<file path="src/rtl/iic_cfg_seq_if.sv">
// I2C pin bundle plus register-table lookup for the config sequencer.
//   tbl_idx          : sequencer -> table, current entry index
//   tbl_reg/tbl_data : table -> sequencer, {register, value} for tbl_idx
//   sda_i/scl_i      : pad inputs (wired-AND bus level)
//   sda_oe/scl_oe    : 1 = pull line low, 0 = release
// master modport is the sequencer side; slave modport is the pads/table side.
interface iic_cfg_seq_if #(
  parameter int unsigned IDX_W = 1
);
  logic [IDX_W-1:0] tbl_idx;
  logic [7:0]       tbl_reg;
  logic [7:0]       tbl_data;
  logic             sda_i;
  logic             scl_i;
  logic             sda_oe;
  logic             scl_oe;

  modport master (
    output tbl_idx, sda_oe, scl_oe,
    input  tbl_reg, tbl_data, sda_i, scl_i
  );

  modport slave (
    input  tbl_idx, sda_oe, scl_oe,
    output tbl_reg, tbl_data, sda_i, scl_i
  );
endinterface

</file>
<file path="src/rtl/iic_cfg_seq.sv">
// I2C register-write sequencer. After a start pulse it walks NUM_REGS {reg,data} table entries
// and writes each to DEV_ADDR as S-addr-reg-data-P, with ACK check, NACK retry, SCL stretching
// and sticky done/err reporting.
//   clk, rst_n : system clock, asynchronous active-low reset
//   start      : 1-cycle pulse, begins a run at entry 0 (ignored while busy)
//   bus        : table index/data and open-drain SDA/SCL (see iic_cfg_seq_if)
//   busy       : run in progress
//   done, err  : sticky end-of-run / retries-exhausted flags, cleared by next start
//   err_idx    : entry that exhausted its retries, valid when err
module iic_cfg_seq #(
  parameter int unsigned HALF_CYC  = 1000,
  parameter int unsigned NUM_REGS  = 21,
  parameter logic [6:0]  DEV_ADDR  = 7'h76,
  parameter int unsigned MAX_RETRY = 3,
  parameter int unsigned IDX_W     = (NUM_REGS > 1) ? $clog2(NUM_REGS) : 1
) (
  input  logic             clk,
  input  logic             rst_n,
  input  logic             start,
  iic_cfg_seq_if.master    bus,
  output logic             busy,
  output logic             done,
  output logic             err,
  output logic [IDX_W-1:0] err_idx
);

  localparam int unsigned TW = $clog2(HALF_CYC);
  localparam int unsigned RW = (MAX_RETRY < 1) ? 1 : $clog2(MAX_RETRY + 1);
  localparam logic [IDX_W-1:0] LastIdx = IDX_W'(NUM_REGS - 1);

  typedef enum logic [3:0] {
    StIdle, StLoad, StSta1, StSta2, StBlo, StBhi, StStp1, StStp2, StStp3, StGap1, StGap2
  } state_e;

  state_e           state_q, state_d;
  logic [TW-1:0]    timer_q, timer_d;
  logic [26:0]      frame_q, frame_d;
  logic [4:0]       slot_q, slot_d;
  logic             bit_q, bit_d;
  logic             nack_q, nack_d;
  logic [IDX_W-1:0] idx_q, idx_d;
  logic [RW-1:0]    retry_q, retry_d;
  logic             done_q, done_d;
  logic             err_q, err_d;
  logic [IDX_W-1:0] err_idx_q, err_idx_d;
  logic [1:0]       sda_sync_q, scl_sync_q, scl_oe_dly_q;
  logic             scl_oe, sda_oe;
  logic             stretch, phase_end, ack_slot;

  // scl_oe is delayed to line up with the synchroniser, so the master's own release latency
  // is not mistaken for a slave holding SCL low.
  assign stretch   = (state_q == StBhi) && !scl_oe_dly_q[1] && !scl_sync_q[1];
  assign phase_end = (timer_q == TW'(HALF_CYC - 1)) && !stretch;
  assign ack_slot  = (slot_q == 5'd8) || (slot_q == 5'd17) || (slot_q == 5'd26);

  always_comb begin
    state_d   = state_q;
    timer_d   = timer_q;
    frame_d   = frame_q;
    slot_d    = slot_q;
    bit_d     = bit_q;
    nack_d    = nack_q;
    idx_d     = idx_q;
    retry_d   = retry_q;
    done_d    = done_q;
    err_d     = err_q;
    err_idx_d = err_idx_q;

    if (state_q inside {StIdle, StLoad} || phase_end) timer_d = '0;
    else if (!stretch)                                timer_d = timer_q + TW'(1);

    unique case (state_q)
      StIdle: if (start) begin
        state_d = StLoad;
        done_d  = 1'b0;
        err_d   = 1'b0;
        idx_d   = '0;
        retry_d = '0;
      end
      StLoad: begin
        // ACK slots carry a 1 so the driven value (~bit) releases SDA for the slave.
        frame_d = {DEV_ADDR, 1'b0, 1'b1, bus.tbl_reg, 1'b1, bus.tbl_data, 1'b1};
        slot_d  = '0;
        nack_d  = 1'b0;
        state_d = StSta1;
      end
      StSta1: if (phase_end) state_d = StSta2;
      StSta2: if (phase_end) begin
        bit_d   = ~frame_q[26];
        state_d = StBlo;
      end
      StBlo: if (phase_end) state_d = StBhi;
      StBhi: if (phase_end) begin
        if (ack_slot && sda_sync_q[1]) begin
          nack_d  = 1'b1;
          state_d = StStp1;
        end else if (slot_q == 5'd26) begin
          state_d = StStp1;
        end else begin
          slot_d  = slot_q + 5'd1;
          frame_d = {frame_q[25:0], 1'b1};
          bit_d   = ~frame_q[25];
          state_d = StBlo;
        end
      end
      StStp1: if (phase_end) state_d = StStp2;
      StStp2: if (phase_end) state_d = StStp3;
      StStp3: if (phase_end) state_d = StGap1;
      StGap1: if (phase_end) state_d = StGap2;
      StGap2: if (phase_end) begin
        if (!nack_q) begin
          if (idx_q == LastIdx) begin
            done_d  = 1'b1;
            state_d = StIdle;
          end else begin
            idx_d   = idx_q + IDX_W'(1);
            retry_d = '0;
            state_d = StLoad;
          end
        end else if (retry_q != RW'(MAX_RETRY)) begin
          retry_d = retry_q + RW'(1);
          state_d = StLoad;
        end else begin
          err_d     = 1'b1;
          err_idx_d = idx_q;
          done_d    = 1'b1;
          state_d   = StIdle;
        end
      end
      default: state_d = StIdle;
    endcase
  end

  always_comb begin
    scl_oe = 1'b0;
    sda_oe = 1'b0;
    unique case (state_q)
      StSta2: sda_oe = 1'b1;
      StBlo: begin
        scl_oe = 1'b1;
        sda_oe = bit_q;
      end
      StBhi:  sda_oe = bit_q;
      StStp1: begin
        scl_oe = 1'b1;
        sda_oe = 1'b1;
      end
      StStp2: sda_oe = 1'b1;
      default: ;
    endcase
  end

  always_ff @(posedge clk or negedge rst_n) begin
    if (!rst_n) begin
      state_q      <= StIdle;
      timer_q      <= '0;
      frame_q      <= '0;
      slot_q       <= '0;
      bit_q        <= 1'b0;
      nack_q       <= 1'b0;
      idx_q        <= '0;
      retry_q      <= '0;
      done_q       <= 1'b0;
      err_q        <= 1'b0;
      err_idx_q    <= '0;
      sda_sync_q   <= 2'b11;
      scl_sync_q   <= 2'b11;
      scl_oe_dly_q <= 2'b00;
    end else begin
      state_q      <= state_d;
      timer_q      <= timer_d;
      frame_q      <= frame_d;
      slot_q       <= slot_d;
      bit_q        <= bit_d;
      nack_q       <= nack_d;
      idx_q        <= idx_d;
      retry_q      <= retry_d;
      done_q       <= done_d;
      err_q        <= err_d;
      err_idx_q    <= err_idx_d;
      sda_sync_q   <= {sda_sync_q[0], bus.sda_i};
      scl_sync_q   <= {scl_sync_q[0], bus.scl_i};
      scl_oe_dly_q <= {scl_oe_dly_q[0], scl_oe};
    end
  end

  assign bus.sda_oe  = sda_oe;
  assign bus.scl_oe  = scl_oe;
  assign bus.tbl_idx = idx_q;
  assign busy        = (state_q != StIdle);
  assign done        = done_q;
  assign err         = err_q;
  assign err_idx     = err_idx_q;

endmodule

</file>
<file path="src/flat_wrapper.sv">
// flat-port wrapper written by rule: the top's interface ports become plain ports
module iic_cfg_seq_flat 
#(
  parameter int unsigned HALF_CYC  = 1000,
  parameter int unsigned NUM_REGS  = 21,
  parameter logic [6:0]  DEV_ADDR  = 7'h76,
  parameter int unsigned MAX_RETRY = 3,
  parameter int unsigned IDX_W     = (NUM_REGS > 1) ? $clog2(NUM_REGS) : 1
)
  (clk, rst_n, start, busy, done, err, err_idx, bus_tbl_idx, bus_sda_oe, bus_scl_oe, bus_tbl_reg, bus_tbl_data, bus_sda_i, bus_scl_i);
  iic_cfg_seq_if #(.IDX_W(IDX_W)) bus_i ();
  input  logic clk;
  input  logic rst_n;
  input  logic start;
  output logic busy;
  output logic done;
  output logic err;
  output logic [IDX_W-1:0] err_idx;
  output wire logic [$bits(bus_i.tbl_idx)-1:0] bus_tbl_idx;
  output wire logic [$bits(bus_i.sda_oe)-1:0] bus_sda_oe;
  output wire logic [$bits(bus_i.scl_oe)-1:0] bus_scl_oe;
  input wire logic [$bits(bus_i.tbl_reg)-1:0] bus_tbl_reg;
  input wire logic [$bits(bus_i.tbl_data)-1:0] bus_tbl_data;
  input wire logic [$bits(bus_i.sda_i)-1:0] bus_sda_i;
  input wire logic [$bits(bus_i.scl_i)-1:0] bus_scl_i;
  assign bus_tbl_idx = bus_i.tbl_idx;
  assign bus_sda_oe = bus_i.sda_oe;
  assign bus_scl_oe = bus_i.scl_oe;
  assign bus_i.tbl_reg = bus_tbl_reg;
  assign bus_i.tbl_data = bus_tbl_data;
  assign bus_i.sda_i = bus_sda_i;
  assign bus_i.scl_i = bus_scl_i;
  iic_cfg_seq #(.HALF_CYC(HALF_CYC), .NUM_REGS(NUM_REGS), .DEV_ADDR(DEV_ADDR), .MAX_RETRY(MAX_RETRY), .IDX_W(IDX_W)) u_core (.clk(clk), .rst_n(rst_n), .start(start), .bus(bus_i), .busy(busy), .done(done), .err(err), .err_idx(err_idx));
endmodule
</file>
<file path="config.mk">
export PLATFORM = sky130hd
export DESIGN_NAME = iic_cfg_seq_flat
export DESIGN_NICKNAME = d
export VERILOG_FILES = /design/src/rtl/iic_cfg_seq_if.sv /design/src/rtl/iic_cfg_seq.sv /design/src/flat_wrapper.sv
export SDC_FILE = /design/constraint.sdc
export NUM_CORES = 1
export LEC_CHECK = 0
export CAP_MARGIN = 40
export CORE_MARGIN = 3
export CORE_UTILIZATION = 40
export CTS_BUF_LIST = sky130_fd_sc_hd__clkbuf_8
export DETAILED_ROUTE_END_ITERATION = 10
export SKIP_CTS_REPAIR_TIMING = 1
export SLEW_MARGIN = 25
export SYNTH_ARGS = -nofsm -noshare
export SYNTH_HDL_FRONTEND = slang
export SYNTH_SLANG_ARGS = --single-unit
export TNS_END_PERCENT = 20
</file>
<file path="constraint.sdc">
create_clock -name clk -period 4.2 [get_ports clk]
set_input_delay 0.84 -clock clk [delete_from_list [all_inputs] [get_ports clk]]
set_output_delay 0.84 -clock clk [all_outputs]
set_load 0.1 [all_outputs]
</file>
---- After elaboration in Yosys (flattened, before gate mapping) ----
Index checks and enable logic that the tools add are counted.
operators by class
  equality and inequality tests ........... 38
  reduce and logical (&&, ||, !) cells .... 28
  bitwise operators ....................... 3
  muxes and demuxes ....................... 56
  $add $sub $neg .......................... 4
operators by type and width
  operator                                        number
  2-to-1 mux 27 bit                               3
  case mux 27 bit (2 select lines)                1
  2-to-1 mux 4 bit                                12
  case mux 4 bit (11 select lines)                1
  2-to-1 mux 5 bit                                7
  AND reduction 5 bit                             5
  2-to-1 mux 10 bit                               2
  != test 2 x 1 -> 1 bit (second input constant)  10
  case mux 5 bit (2 select lines)                 2
  != test 2 bit (second input constant)           9
  == test 4 x 3 -> 1 bit (second input constant)  4
  2-to-1 mux 1 bit                                16
  == test 5 bit (second input constant)           3
  == test 4 bit (second input constant)           3
  2-to-1 mux 2 bit                                6
  adder 10 x 1 -> 10 bit (second input constant)  1
  adder 5 x 1 -> 5 bit (second input constant)    2
  == test 10 bit (second input constant)          1
  case mux 1 bit (2 select lines)                 5
  AND reduction 10 bit                            1
  == test 4 x 2 -> 1 bit (second input constant)  2
  AND reduction 4 bit                             2
  nonzero test 2 bit                              4
  != test 3 bit (second input constant)           2
  15 further kinds                                25
storage, ports and cells
  input bits .............................. 21
  output and inout bits ................... 15
  word-level logic and storage cells ...... 143
  register bits after elaboration ......... 68

---- Logic depth before layout (Yosys ltp) ----
  word-level depth ........................ 7
  depth in mapped cells ................... 10
  depth with buffers taken out ............ 7

---- Least setup slack after synthesis ----
Ideal clock, no wire load.
  kind .................................... register to output
  from .................................... register u_core.state_q[1]
  to ...................................... output port bus_sda_oe
  data arrival time ....................... 2.319 ns
  required time ........................... 3.360 ns
  slack ................................... 1.041 ns
  path buffers ............................ 1
  stages on the path, launching flop included .. 4
  path through ............................ dfrtp_1 clkbuf_1 o21ai_0 a21oi_1
on the way
  longest elaborated chain between the ends .. 3
  elaborated cells between the ends (all ways) .. 8
  those cells by class .................... eq/ne: 5; mux: 1; reduce/logical: 2
RTL lines
  item                                                                       line                text
  start, declared                                                            iic_cfg_seq.sv:35   state_e state_q, state_d;
  start signal, assigned                                                     iic_cfg_seq.sv:155  state_q <= StIdle;
  start signal, assigned                                                     iic_cfg_seq.sv:170  state_q <= state_d;
  == test 4 x 2 -> 1 bit / == test 4 x 3 -> 1 bit (equally long branches)    iic_cfg_seq.sv:137  unique case (state_q)
  OR reduction 3 bit (no line) / OR reduction 2 bit (equally long branches)  -
  case mux 1 bit (2 select lines) *                                          iic_cfg_seq.sv:137
  end, declared                                                              flat_wrapper.sv:20  output wire logic [$bits(bus_i.sda_oe)-1:0] bus_sda_oe;
Mark *: on every way between the ends. The rest lies on a longest branch, timed or not.

---- Worst setup path after layout ----
  from .................................... register u_core.state_q[2]
  to ...................................... register u_core.frame_q[5]
on the way
  longest elaborated chain between the ends .. 7
  elaborated cells between the ends (all ways) .. 12
  those cells by class .................... eq/ne: 5; mux: 1; reduce/logical: 6
RTL lines
  item                              line                                  text
  == test 4 x 3 -> 1 bit            iic_cfg_seq.sv:52, iic_cfg_seq.sv:72
  logical AND 1 bit (2 in series)   iic_cfg_seq.sv:52                     assign stretch = (state_q == StBhi) && !scl_oe_dly_q[1] && !scl_sync_q[1];
  zero test 1 bit                   iic_cfg_seq.sv:53                     assign phase_end = (timer_q == TW'(HALF_CYC - 1)) && !stretch;
  logical AND 1 bit                 iic_cfg_seq.sv:53
  != test 2 x 1 -> 1 bit (no line)  -
  AND reduction 4 bit (no line)     -
  end signal, assigned              iic_cfg_seq.sv:172                    frame_q <= frame_d;
  end, declared                     iic_cfg_seq.sv:37                     logic [26:0] frame_q, frame_d;
Parallel ways exist; a longest one is shown, timed or not.
A chain may end at the register's enable or synchronous reset.

==> flow_summary.toml <==
[floorplan]
die_area_sq_um = 9720
initial_core_util = 0.415
num_rows = 33
die_h_um = 98.6
io_pins = 36
design.core.area_sq_um = 8260
die_w_um = 98.6

[grt]
grt-ovfl-total = 0
grt_max_degree = 39
grt_pass1_vias = 2535
grt_pass1_wl_mm = 11.6
antenna_found_initial = 0
grt_usage = 0.145

[worst_setup_path]
crit_fanout = 29
crit_path_end_kind = "register"
start_kind = "register"
cp_data_arrival_time_ns = 3.13
cp.required_ns = 4.42
path_class = "reg -> reg"

[cells_and_area]
syn_to_final_growth_pct = 23.7
final_cells = 488
nets = 407
final_util = 0.514
antenna_cells = 0
fillCellCount = 775
drive_above_1_share = 0.136

[place]
pre_cts_ws_ns = 1.27
gp_congestion = 0.794
placedCellCount = 472
hpwl_mm = 4.62
io_buffer_count = 35

[cts]
clk_latency_ns = 0.34
cts_buffers = 9
clkTransAtPathRegs_ns = 0.07
ctsHtreeMaxLevel = 3
clockBufferDepth = 2
tritoncts = "done"
clockRootBuffer = "clkbuf_8"
cts.sinks = 68

[sta]
hold_violations = 0
setup_tns_ns = 0
setup_viol = 0
rsz0062_at_grt = "no"
fin_worst_skew_ns = 0.00986
max_clock_freq_mhz = 343
layout_min_cycle_time_ns = 2.91
post-route-period-util = 0.694
maxSlewViolCount = 0
worst_pin_slew_ns = 0.716
setup_ws_ns = 1.29
maxSlewHeadroom = 0.522

[power_and_ir_drop]
p_sw_frac = 0.210
p_int_uw = 980
p_sw_uw = 260
p_seq_frac = 0.532
p_per_area_nw_per_um2 = 292
combPwrFrac = 0.031
leakage_uw = 0.00196
peakVddDrop_mv = 0.209
pwr-share-clk = 0.438

[synthesis]
synth-edff-count = 0
synthSimpleGateAreaFrac = 0.185
avgSynthCellArea_sq_um = 10.3
netlist_instances = 333
ys_seq_area_frac = 0.497
synth_top_family_by_area = "simple AND/OR/NAND/NOR gates"
synthXorXnorAreaFrac = 0.0281
yosys-top-cells-area = "dfrtp_1 (47%), nand2_1 (7.4%), mux2_1 (5.9%), dfstp_2 (3.1%), ha_1 (2.9%)"
yosysUniqueCellTypes = 60
yosys_warnings = 0
yosysTopAreaCell = "dfrtp_1"
synth_nets = 362
yosys.area.top_type_share = 0.467
synth-adder-area-share = 0.0292
synthMuxAreaShare = 0.0959
async_reset_ff_frac = 1.00
ys_ff_latch = 68
synth_compound_area_frac = 0.124
ys.flop_type = "dfrtp_1"
synthesis.area_sq_um = 3430

[flow_run]
maxCapViolations = 0

[detailed_routing]
ant_nets = 0
via_per_inst = 5.19
first_iter_violations = 112
wl_mm = 6.52
drc = 0
post_drt_wl_per_cell_um = 13.4
dr.pass1.iters = 4
vias = 2532

[min_path]
hp-class = "reg -> reg"

[run_status]
outcome = "completed"
==> flip-flops by register name (all words and copies together), names as in the netlist, 4 cells and up <==
register,flops
u_core.timer_q,10
u_core.frame_q,27
u_core.slot_q,5
u_core.state_q,4
u_core.bus.tbl_idx,5
u_core.err_idx,5
==> area by class of cell <==
class | count | area (sq um) | area share
sequential | 68 | 1710 | 0.402
multi-input combinational | 236 | 1600 | 0.377
timing repair buffer | 51 | 558 | 0.132
clock buffer | 11 | 151 | 0.0357
tap | 105 | 131 | 0.0310
clock inverter | 5 | 51.3 | 0.0121
inverter | 12 | 45.0 | 0.0106
==> cell usage after synthesis (2+ instances only) <==
master	instances
a21oi_1	9
nor2b_1	2
buf_6	2
nor2_1	23
nand2_1	68
buf_4	3
a21o_1	5
inv_1	12
xnor2_1	7
mux2_4	5
buf_2	4
mux2i_1	4
clkbuf_1	7
or3_1	2
o22ai_1	4
nor3_1	6
ha_1	8
a31oi_1	5
o211ai_1	2
mux2_1	18
a32o_1	2
nand4_1	3
o22a_1	7
nor4_1	3
o221ai_1	2
xor2_1	4
nand3b_1	2
nand3_1	5
a41oi_1	2
nand2b_1	5
o21ai_0	7
dfstp_2	4
dfrtp_1	64
==> critical path: stages (launching register included) <==
cell     delay [ns]
dfrtp_1        0.63
or4bb_1        0.88
nor3_4         0.30
o22a_2         0.58
mux2_1         0.39
==> cells in the final DEF (no fill, tap or decap), drive strengths merged, types with 4 or more instances in the layout <==
master,count
ha,8
nor4,4
dfrtp,64
mux2,24
inv,13
nand3,5
o21ai,8
nand2b,5
clkdlybuf4s50,32
a21oi,10
nor3,7
buf,19
dfstp,4
mux2i,4
nand2,68
clkbuf,11
o22a,8
xnor2,7
o22ai,4
a31oi,5
xor2,4
a21o,5
nor2,24
nand4,4
==> per-layer routing <==
layer | wire [um] | vias up | GRT usage
met5 | 0 | - | 0
met4 | 81 | 0 | 0.0473
met3 | 259 | 9 | 0.0467
met2 | 3100 | 40 | 0.233
met1 | 3070 | 1227 | 0.187
li1 | - | 1256 | -
==> cell families (layout without fill, tap and decap cells) <==
| logic type | count (synthesis) | count (layout) |
|---|---|---|
| muxes | 28 | 28 |
| and+or+nand+nor | 130 | 130 |
| DFF | 68 | 68 |
| adders and majority gates | 8 | 8 |
| buffers and inverters | 29 | 79 |
| AOI/OAI and AO/OA | 59 | 59 |
| xor gates and xnor gates | 11 | 11 |
==> metrics by stage <==
| stage | hold WS, ns | instance area, sq um | power (uW) |
|---|---|---|---|
| 2_1_floorplan | 0.331 | 3430 | 678 |
| 3_3_place_gp | 0.335 | 3840 | 712 |
| 3_5_place_dp | 0.335 | 4040 | 711 |
| 4_1_cts | 0.348 | 4240 | 1260 |
| 5_1_grt | 0.362 | 4240 | 1290 |
| 6_report | 0.347 | 4240 | 1240 |
==> worst paths after layout <==
check | start | cells past startpoint | slack [ns] | endpoint
worst min register to register | u_core.scl_oe_dly_q[0] | 0 | 0.35 | u_core.scl_oe_dly_q[1]
max in group asynchronous | rst_n | 2 | 2.72 | u_core.scl_sync_q[0]
worst max register to register | u_core.state_q[2] | 4 | 1.29 | u_core.frame_q[5]
worst max-delay path | u_core.state_q[2] | 4 | 1.29 | u_core.frame_q[5]
min in group asynchronous | rst_n | 1 | 0.53 | u_core.err_idx[0]
worst min-delay path | u_core.scl_oe_dly_q[0] | 0 | 0.35 | u_core.scl_oe_dly_q[1]
==> power groups by stage <==
stage | clock network, uW | registers [uW] | logic [uW]
final | 543 | 659 | 38.4
after global routing | 585 | 659 | 44.1
after global placement | 0 | 672 | 40.1
after detailed placement | 0 | 671 | 40.0
after CTS | 561 | 659 | 40.2
after floorplan | 0 | 671 | 6.78
No activity file was read; power rests on OpenSTA's default activity.
